$ cat config.mk
export PLATFORM = sky130hd
export DESIGN_NAME = mux_out_skid_buffer
export DESIGN_NICKNAME = d
export VERILOG_FILES = /design/src/rtl/mux_out_skid_buffer_pkg.sv /design/src/rtl/mux_out_skid_buffer_xfer_counter.sv /design/src/rtl/mux_out_skid_buffer.sv
export SDC_FILE = /design/constraint.sdc
export NUM_CORES = 1
export LEC_CHECK = 0
export BUFFER_PORTS_ARGS = -buffer_cell sky130_fd_sc_hd__buf_2
export CAP_MARGIN = 20
export CORE_MARGIN = 1
export CORE_UTILIZATION = 55
export CTS_CLUSTER_SIZE = 40
export DETAILED_ROUTE_END_ITERATION = 6
export PLACE_DENSITY = 0.87
export SLEW_MARGIN = 20
export SYNTH_ARGS = -nofsm -noshare
export SYNTH_HDL_FRONTEND = slang
export SYNTH_SLANG_ARGS = --single-unit
$ cat constraint.sdc
create_clock -name clk -period 3.32 [get_ports clk]
set_input_delay 0.664 -clock clk [delete_from_list [all_inputs] [get_ports clk]]
set_output_delay 0.664 -clock clk [all_outputs]
set_load 0.005 [all_outputs]
$ cat src/rtl/mux_out_skid_buffer_pkg.sv
// Shared definitions for the mux output skid buffer: data width default,
// state encodings and transfer-counter width.
package mux_out_skid_buffer_pkg;

  localparam int DATA_W_DEF = 8;
  localparam int CNT_W      = 16;

  typedef enum logic [1:0] {
    ST_EMPTY = 2'd0,
    ST_ONE   = 2'd1,
    ST_TWO   = 2'd2
  } skid_state_e;

endpackage

$ cat src/rtl/mux_out_skid_buffer_xfer_counter.sv
// Free-running wrap counter of completed output transfers; only built when
// MUX_SKID_COUNT_EN is defined.
`ifdef MUX_SKID_COUNT_EN
module xfer_counter
  import mux_out_skid_buffer_pkg::*;
(
  input  logic             clk,
  input  logic             rst,
  input  logic             i_en,
  output logic [CNT_W-1:0] o_count
);

  logic [CNT_W-1:0] r_count;

  // Count enabled cycles, wrapping naturally at the counter width.
  always_ff @(posedge clk or posedge rst) begin
    if (rst) begin
      r_count <= {CNT_W{1'b0}};
    end else if (i_en) begin
      r_count <= r_count + {{(CNT_W-1){1'b0}}, 1'b1};
    end else begin
      r_count <= r_count;
    end
  end

  assign o_count = r_count;

endmodule
`endif

$ cat src/rtl/mux_out_skid_buffer.sv
// Two-entry skid buffer behind the 2:1 operand mux with fully registered
// valid/ready outputs. Optional transfer counter: MUX_SKID_COUNT_EN.
module mux_out_skid_buffer
  import mux_out_skid_buffer_pkg::*;
#(
  parameter int DATA_W = DATA_W_DEF
) (
  input  logic              clk,
  input  logic              rst,
  input  logic [DATA_W-1:0] in_data,
  input  logic              in_valid,
  output logic              in_ready,
  output logic [DATA_W-1:0] out_data,
  output logic              out_valid,
  input  logic              out_ready
`ifdef MUX_SKID_COUNT_EN
  ,
  output logic [CNT_W-1:0]  xfer_count
`endif
);

  skid_state_e       r_state;
  skid_state_e       w_state_nxt;
  logic [DATA_W-1:0] r_main;
  logic [DATA_W-1:0] w_main_nxt;
  logic [DATA_W-1:0] r_skid;
  logic [DATA_W-1:0] w_skid_nxt;
  logic              r_in_ready;
  logic              r_out_valid;
  logic              w_in_xfer;
  logic              w_out_xfer;

  assign w_in_xfer  = in_valid && r_in_ready;
  assign w_out_xfer = r_out_valid && out_ready;

  // Next-state and storage update for the two-entry buffer.
  always_comb begin
    w_state_nxt = r_state;
    w_main_nxt  = r_main;
    w_skid_nxt  = r_skid;
    case (r_state)
      ST_EMPTY: begin
        if (w_in_xfer) begin
          w_main_nxt  = in_data;
          w_state_nxt = ST_ONE;
        end else begin
          w_state_nxt = ST_EMPTY;
        end
      end
      ST_ONE: begin
        if (w_in_xfer && w_out_xfer) begin
          w_main_nxt  = in_data;
          w_state_nxt = ST_ONE;
        end else if (w_in_xfer) begin
          w_skid_nxt  = in_data;
          w_state_nxt = ST_TWO;
        end else if (w_out_xfer) begin
          w_state_nxt = ST_EMPTY;
        end else begin
          w_state_nxt = ST_ONE;
        end
      end
      ST_TWO: begin
        // in_ready is low here, so only the drain path can fire.
        if (w_out_xfer) begin
          w_main_nxt  = r_skid;
          w_state_nxt = ST_ONE;
        end else begin
          w_state_nxt = ST_TWO;
        end
      end
      default: begin
        w_state_nxt = ST_EMPTY;
      end
    endcase
  end

  // State, storage and registered handshake flags.
  always_ff @(posedge clk or posedge rst) begin
    if (rst) begin
      r_state     <= ST_EMPTY;
      r_main      <= {DATA_W{1'b0}};
      r_skid      <= {DATA_W{1'b0}};
      r_in_ready  <= 1'b1;
      r_out_valid <= 1'b0;
    end else begin
      r_state     <= w_state_nxt;
      r_main      <= w_main_nxt;
      r_skid      <= w_skid_nxt;
      r_in_ready  <= (w_state_nxt != ST_TWO);
      r_out_valid <= (w_state_nxt != ST_EMPTY);
    end
  end

  assign in_ready  = r_in_ready;
  assign out_valid = r_out_valid;
  assign out_data  = r_main;

`ifdef MUX_SKID_COUNT_EN
  xfer_counter u_xfer_counter (
    .clk     (clk),
    .rst     (rst),
    .i_en    (w_out_xfer),
    .o_count (xfer_count)
  );
`endif

endmodule
==> impl.org, run 1 <==
** Logic synthesis
- In this run, synthesis produced a sequential element count of 20.
- Post-Syn Nets :: between 70 and 80
- The synthesized netlist occupies a cell area of approximately 940 um2.
- Sequential elements use a little over half of the synthesized area.
- Yosys synthesis warning count :: 0
- Synthesis produced a little over 60 cells.
- The number of different library cells used by synthesis comes to 20.
- Post-Synthesis Mean Instance Area :: approximately 15 um2

** Worst hold path
- In this run the worst hold path is classified as primary input to asynchronous set/reset pin.

** GRT
- The number of antenna violations at the first check in global routing is 0.
- Aggregate global routing overflow :: 0
- The via count of the first global-routing pass was 604.
- Largest net degree at the start of global routing :: 21
- Global routing used approximately 20% of the available tracks across all layers.
- The first global-routing pass estimated 2622 um of wire.

** Run
- The tool flagged a number of max-cap violations equal to 0.

** Timing
- Final worst-path cycle share :: a little over half
- Total of endpoints with negative setup slack in the final report :: 0
- Aggregate negative setup slack :: 0 ns
- Total count of hold-check failures in the final report :: 0
- At the pin with the least slew margin, the transition time is approximately 0.74 ns.
- Clock skew on the completed layout was measured at ~0.013 ns.
- Hold timing on the final database bottoms out at a slack of 0.4649 ns.
- Number of pins with negative max-slew slack in the final report :: 0
- Worst slew margin relative to its limit :: 50.60%
- Time the final worst path needs with I/O delays and setup :: between 1.5 and 2 ns
- Based on the critical path, the design can be clocked at up to approximately 0.56 GHz.
- Setup repair after global routing left no endpoint under its margin.

** Critical path
- The number of cells on the worst reg-to-reg path is 3.
- STA classifies the critical path endpoint as a register.
- Critical register-to-register path endpoint :: out_data[7]
- The kind of cell with the highest combined delay along the critical path is simple AND/OR/NAND/NOR gates.
- In this run the critical register-to-register path is launched from r_state[0].
- At the worst endpoint, the arrival time is approximately 2.0 ns.
- By startpoint and endpoint, the worst setup path is classified as register to register.
- Critical Path Start Type :: register
- On the worst path, the slowest cell contributes a delay of roughly 0.47 ns.
- Required @ worst endpoint :: roughly 3.5 ns
- Buf/Inv on CP :: 0
- CP max stage cell :: sky130_fd_sc_hd__nand2b_1
- In this run the register-to-register setup slack is approximately 1.5 ns.
- Max Fanout on Critical Path :: 10
- The signal on the critical path passes through nand2b_1, o22ai_4, mux2_2.

** CTS
- Post CTS Setup Buffer Count :: 0
- Clock transition at the register clock pins on the worst setup and hold paths after CTS :: 0.12 ns
- Cell at the root of the clock tree :: sky130_fd_sc_hd__clkbuf_4
- Number of cells upsized or downsized after cts :: 0
- Total clock sinks :: 20
- The number of hold buffers added after CTS was 0.
- Clock latency on the worst-skew pair :: 0.30 ns
- Clock buffers created by TritonCTS :: 3
- Max Root-Sink Buffers :: 2
- CTS built an H-tree with a depth of 1.
- TritonCTS clock tree :: built

** Detailed routing
- Across all layers, the routed design uses roughly 560 vias.
- For this run, design rule violations remaining after detail routing come to 4.
- In this run the remaining antenna-violating nets after routing total 0.
- The final layout contains routed wiring with a total length of around 1500 um.
- After detailed routing, the number of vias per cell comes to ~5.5.
- DR iter-0 viols :: 15
- Avg WL per Cell :: between 10 and 15 um
- Number of iterations in the first detailed-routing pass :: 6

** Layout
- The repair_antennas step left the layout with diodes totalling 0.
- Leaving out filler cells and counting taps, the final layout contains approximately 100.
- Compared with the post-synthesis result, the final layout area differs by 17.64%.
- Final Net Count :: just under 100
- Share of layout cells above drive strength 1 :: between 60% and 70%
- The library cell used most frequently in the layout, excluding fill and tap cells, is sky130_fd_sc_hd__buf_2.
- Commonest cells after routing, fill and taps aside :: 21 x sky130_fd_sc_hd__buf_2, 19 x sky130_fd_sc_hd__dfrtp_1, 15 x sky130_fd_sc_hd__mux2_2, 9 x sky130_fd_sc_hd__mux2_4, 3 x sky130_fd_sc_hd__clkbuf_4

** Die
- The floorplan has 14 rows.
- The floorplan step set the die height to roughly 43 um.
- Area of the core :: 1559 um2
- During I/O placement, the number of pins put on the boundary was 22.
- Once the floorplan was initialized, standard cells occupied between 60% and 70% of the core.
- The die covers around 1900 um2.
- Width of the die :: ~43 um

** Place
- RD Place Congestion :: approximately 0.68
- In this run the tool buffered the top-level ports with 21 buffer cells.
- Counting tap cells, the placed design contains a total of 98 instances.

** Pwr
- Power per unit of standard cell area :: 964.1 nW/um2
- P_leak :: around 0.55 nW
- VDD sags by at most around 530 uV.
- Sum of internal, switching and leakage power :: 0.001070 W

** Outcome
- The final reports fail on design-rule violations.
- Status :: finished, violations left
synthesized netlist by cell type:
library cell | n | area [um2]
sky130_fd_sc_hd__o211ai_1 | 1 | 7.510
sky130_fd_sc_hd__a2bb2oi_1 | 1 | 8.760
sky130_fd_sc_hd__mux2_4 | 9 | 135.1
sky130_fd_sc_hd__dfrtp_1 | 19 | 475.5
sky130_fd_sc_hd__nand2_2 | 1 | 6.260
sky130_fd_sc_hd__nand3b_1 | 1 | 7.510
sky130_fd_sc_hd__nand2_1 | 2 | 7.510
sky130_fd_sc_hd__mux2i_1 | 1 | 10.01
sky130_fd_sc_hd__o21ai_0 | 1 | 5.000
sky130_fd_sc_hd__a21boi_2 | 1 | 11.26
sky130_fd_sc_hd__mux2_2 | 15 | 168.9
sky130_fd_sc_hd__and3b_2 | 1 | 10.01
sky130_fd_sc_hd__dfstp_2 | 1 | 26.28
sky130_fd_sc_hd__inv_1 | 2 | 7.510
sky130_fd_sc_hd__nand2b_1 | 1 | 6.260
sky130_fd_sc_hd__o22ai_4 | 1 | 20.02
sky130_fd_sc_hd__a21o_1 | 1 | 7.510
sky130_fd_sc_hd__and2_1 | 1 | 6.260
sky130_fd_sc_hd__nand3_1 | 1 | 5.000
sky130_fd_sc_hd__buf_6 | 1 | 11.26
state kept, by name, indices dropped and copies added, names as in the netlist:
name / cells
r_state: 2
in_ready: 1
out_valid: 1
r_skid: 8
out_data: 8
metal layers:
| layer | GRT usage, % | share of wire [%] | routed length [um] |
|---|---|---|---|
| met2 | 35.45 | 52 | 793 |
| met1 | 22.41 | 42 | 640 |
| met5 | 0 | 0 | 0 |
| met4 | 13.13 | 2.6 | 40 |
| met3 | 2.500 | 2.9 | 44 |
final cells by class:
| cell class | count | area (um2) |
|---|---|---|
| Inverter | 2 | 7.507 |
| Sequential cell | 20 | 501.7 |
| Timing Repair Buffer | 21 | 105.1 |
| Clock buffer | 3 | 22.52 |
| Clock inverter | 1 | 30.03 |
| Fill cell | 112 | 449.2 |
| Multi-Input combinational cell | 39 | 422.9 |
| Tap cell | 16 | 20.02 |
worst max-delay path by stage:
stage / from / endpoint / slack, ns / cells past startpoint
2_1_floorplan: in_valid / out_data[0] / 1.78 / 3
3_3_place_gp: r_state[0] / out_data[2] / 1.55 / 3
3_5_place_dp: r_state[0] / out_data[0] / 1.53 / 3
4_1_cts: r_state[0] / out_data[7] / 1.52 / 3
5_1_grt: r_state[0] / out_data[2] / 1.42 / 3
6_report: r_state[0] / out_data[7] / 1.53 / 3
through the flow:
step,utilization (%),setup slack (ns),cell area (um2)
floorplan,-,1.778,943.4
global placement,67.82,1.548,1057
detailed placement,67.82,1.525,1057
CTS,71.19,1.516,1110
global route,71.19,1.424,1110
finish,71.19,1.533,1110
cells by family (layout without fill, tap and decap cells):
kind of cell	Yosys count	after routing	share of synthesized area (%)
compound gates	6	6	6.366
buf+inv	3	27	1.990
simple gates	8	8	5.174
mux	25	25	33.29
flops	20	20	53.18
power by group:
| group | total (W) | internal (W) | switching (W) |
|---|---|---|---|
| logic | 0.000429 | 0.000261 | 0.000168 |
| clock network | 0.000194 | 0.000122 | 0.0000719 |
| registers | 0.000447 | 0.000373 | 0.0000738 |
| total | 0.00107 | 0.000756 | 0.000314 |
No activity file was read; power rests on OpenSTA's default activity.
==> run 2: changes to the inputs <==
CORE_UTILIZATION = 51   (was 55)
PLACE_DENSITY = 0.82   (was 0.87)
clock period = 1.84 ns   (was 3.32 ns; I/O delays follow)
==> impl.org, run 2 (synthesis gave the netlist of run 1 again) <==
** Pwr
- The total chip power was 0.001819 W (+70%).
- Sequential cell fraction of total power :: 43.8% (+2.0 points)
- Combinational share of power :: 42.7% (+2.6 points)
- P_leak :: 0.5508 nW (+0.39%)
- The switching fraction of total power is 30.10% (+0.76 points).
- Reported net switching power :: 0.0005475 W (+74%)
- Internal Dissipation :: 0.001272 W (+68%)
- Clock power frac :: 13.5% (-4.6 points)
- Maximum vdd drop :: 978.2 uV (+86%)
- Power per unit of standard cell area :: 1624 nW/um2 (+68%)

** CTS
- Clock buffers created by TritonCTS :: 3 (unchanged)
- Number of cells upsized or downsized after cts :: 0 (unchanged)
- Post CTS Setup Buffer Count :: 0 (unchanged)
- The count of hold buffers inserted by post-cts repair was 0 (unchanged).
- The clock latency at the later pin of the worst-skew pair came to 0.29 ns (about the same).
- Total clock sinks :: 20 (unchanged)
- The clock transition at the register clock pins on the worst setup and hold paths after CTS is 0.11 ns (about the same).
- H-tree depth reported by CTS :: 1 (unchanged)
- The tree is rooted in a sky130_fd_sc_hd__clkbuf_4.
- Max Root-Sink Buffers :: 2 (unchanged)
- TritonCTS built the clock tree.

** Critical path
- Worst Reg-to-Reg Cells :: 4 (+1)
- The biggest fanout along the worst timing path came to 6 (-4).
- STA classifies the critical path startpoint as a register.
- Arrival time at the worst endpoint :: 1.80 ns (-0.17 ns)
- STA classifies the critical path endpoint as a register.
- Type of the setup path with the least slack :: register to register
- Required @ worst endpoint :: 2.03 ns (-1.47 ns)

** GRT
- Largest net degree at the start of global routing :: 21 (unchanged)
- The via count of the first global-routing pass was 559 (-7.5%).
- Aggregate global routing overflow :: 0 (unchanged)
- Initial antenna violation count :: 0 (unchanged)
- Global Route Usage Sum :: 16.44% (-3.5 points)
- Wire length of the first global-routing pass :: 2373 um (-9.5%)

** Detailed routing
- Number of iterations in the first detailed-routing pass :: 3 (-3)
- The DRC violation count after routing came to 0 (-4).
- Detail-routed via count per cell :: 4.982 (-9.9%)
- DR iter-0 viols :: 2 (-13)
- Sum of routed wire length over all layers :: 1414 um (-6.9%)
- The count of vias placed by the detailed router is 563 (-0.18%).
- Avg WL per Cell :: 12.51 um (-16%)
- Final antenna-violating net count :: 0 (unchanged)

** Timing
- Time the final worst path needs with I/O delays and setup :: 1.609 ns (-0.1773 ns)
- Aggregate negative setup slack :: 0 ns (unchanged)
- The number of setup violations in the final report came to 0 (unchanged).
- Final hold slack :: 0.06864 ns (-0.3963 ns)
- Skew final :: 0.004966 ns (-0.007931 ns)
- Transition time of the tightest slew-check pin :: 0.3274 ns (-0.4128 ns)
- The number of max-slew violations in the final report is 0 (unchanged).
- Setup repair after global routing missed its margin :: false
- The worst-case headroom to the max-slew limit was 78.17% (+28 points).
- Highest clock frequency the design can meet :: 0.6213 GHz (+11%)
- Total count of hold-check failures in the final report :: 0 (unchanged)
- The period utilization was 87.47% (+34 points).

** Die
- Ports :: 22 (unchanged)
- Width of the die :: 45.01 um (+3.7%)
- The core area is 1727 um2 (+11%).
- Die extent in y :: 45.01 um (+3.7%)
- Die Area :: 2026 um2 (+7.5%)
- Effective utilization at floorplan :: 54.64% (-5.9 points)
- The row count was 15 (+1).

** Layout
- The share of post-route cells with drive strength above 1 is 63.64% (+0.85 points).
- The library cell used most frequently in the layout, excluding fill and tap cells, is sky130_fd_sc_hd__buf_2.
- Commonest cells after routing, fill and taps aside :: 21 x sky130_fd_sc_hd__buf_2, 19 x sky130_fd_sc_hd__dfrtp_1, 15 x sky130_fd_sc_hd__mux2_2, 9 x sky130_fd_sc_hd__mux2_4, 3 x sky130_fd_sc_hd__clkbuf_4
- From synthesis to final layout, the design area changed by 18.70%.
- Final Net Count :: 101 (+2.0%)
- Number of antenna cells inserted :: 0 (unchanged)

** Place
- # port buffers :: 21 (unchanged)
- The weighted congestion at the end of routability-driven global placement came to 0.6864 (+0.54%).

** Outcome
- Status :: complete, no violations

** Worst hold path
- The worst hold path belongs to the class primary input to asynchronous set/reset pin.

** Run
- The number of violations of the max-capacitance limit is 0 (unchanged).
run 2: cell types whose count changed in the layout (fill, tap and decap cells not counted), sizes merged:
cell	delta
buf	+2
bufinv	-1
clkbuf	+1
run 2: final cells by class:
class / instances / area, um2
multi-input cells: 39 / 422.9
well taps: 25 / 31.28
clock buffers: 4 / 36.28
repair buffers: 23 / 120.1
fillers: 148 / 606.8
flip-flops and latches: 20 / 501.7
inverters: 2 / 7.507
run 2: metrics by stage:
| step | util (%) | instance area (um2) | worst slack, ns | instances |
|---|---|---|---|---|
| after floorplan | - | 943.4 | 0.4222 | 62 |
| after global placement | 62.75 | 1084 | 0.2750 | 109 |
| after detailed placement | 62.75 | 1084 | 0.2283 | 109 |
| after CTS | 64.86 | 1120 | 0.2185 | 113 |
| after global routing | 64.86 | 1120 | 0.1559 | 113 |
| final | 64.86 | 1120 | 0.2305 | 113 |
run 2: power by group through the flow:
stage | Sequential (W) | Clock (W) | Combinational (W)
after floorplan | 0.000799 | 0 | 0.000583
after global placement | 0.000797 | 0 | 0.000769
after detailed placement | 0.000809 | 0 | 0.000792
after CTS | 0.000799 | 0.000258 | 0.000794
after global routing | 0.000830 | 0.000273 | 0.000852
final | 0.000797 | 0.000245 | 0.000777
run 2: worst max-delay path, stage by stage (launching register included):
cell and delay (ns):
sky130_fd_sc_hd__dfrtp_1 0.43, sky130_fd_sc_hd__nand2b_1 0.26, sky130_fd_sc_hd__buf_4 0.24, sky130_fd_sc_hd__mux2_4 0.31, sky130_fd_sc_hd__mux2_2 0.27
run 2: metal layers:
layer	vias up	GRT usage [%]	wire length (um)
met5	-	0	0
met4	0	9.091	12
met3	2	2.400	56
met2	13	26.67	696
met1	272	21.11	649
li1	276	-	-
run 2: path summary, 6_finish.rpt:
check                                  from     endpoint  slack, ns
worst min register to register  out_data[4]  out_data[4]       0.52
worst max-delay path             r_state[1]  out_data[0]       0.23
max in group asynchronous               rst     in_ready       1.50
min in group clk                 in_data[5]    r_skid[5]       0.32
worst min-delay path                    rst  out_data[4]       0.07
worst max register to register   r_state[1]  out_data[0]       0.23
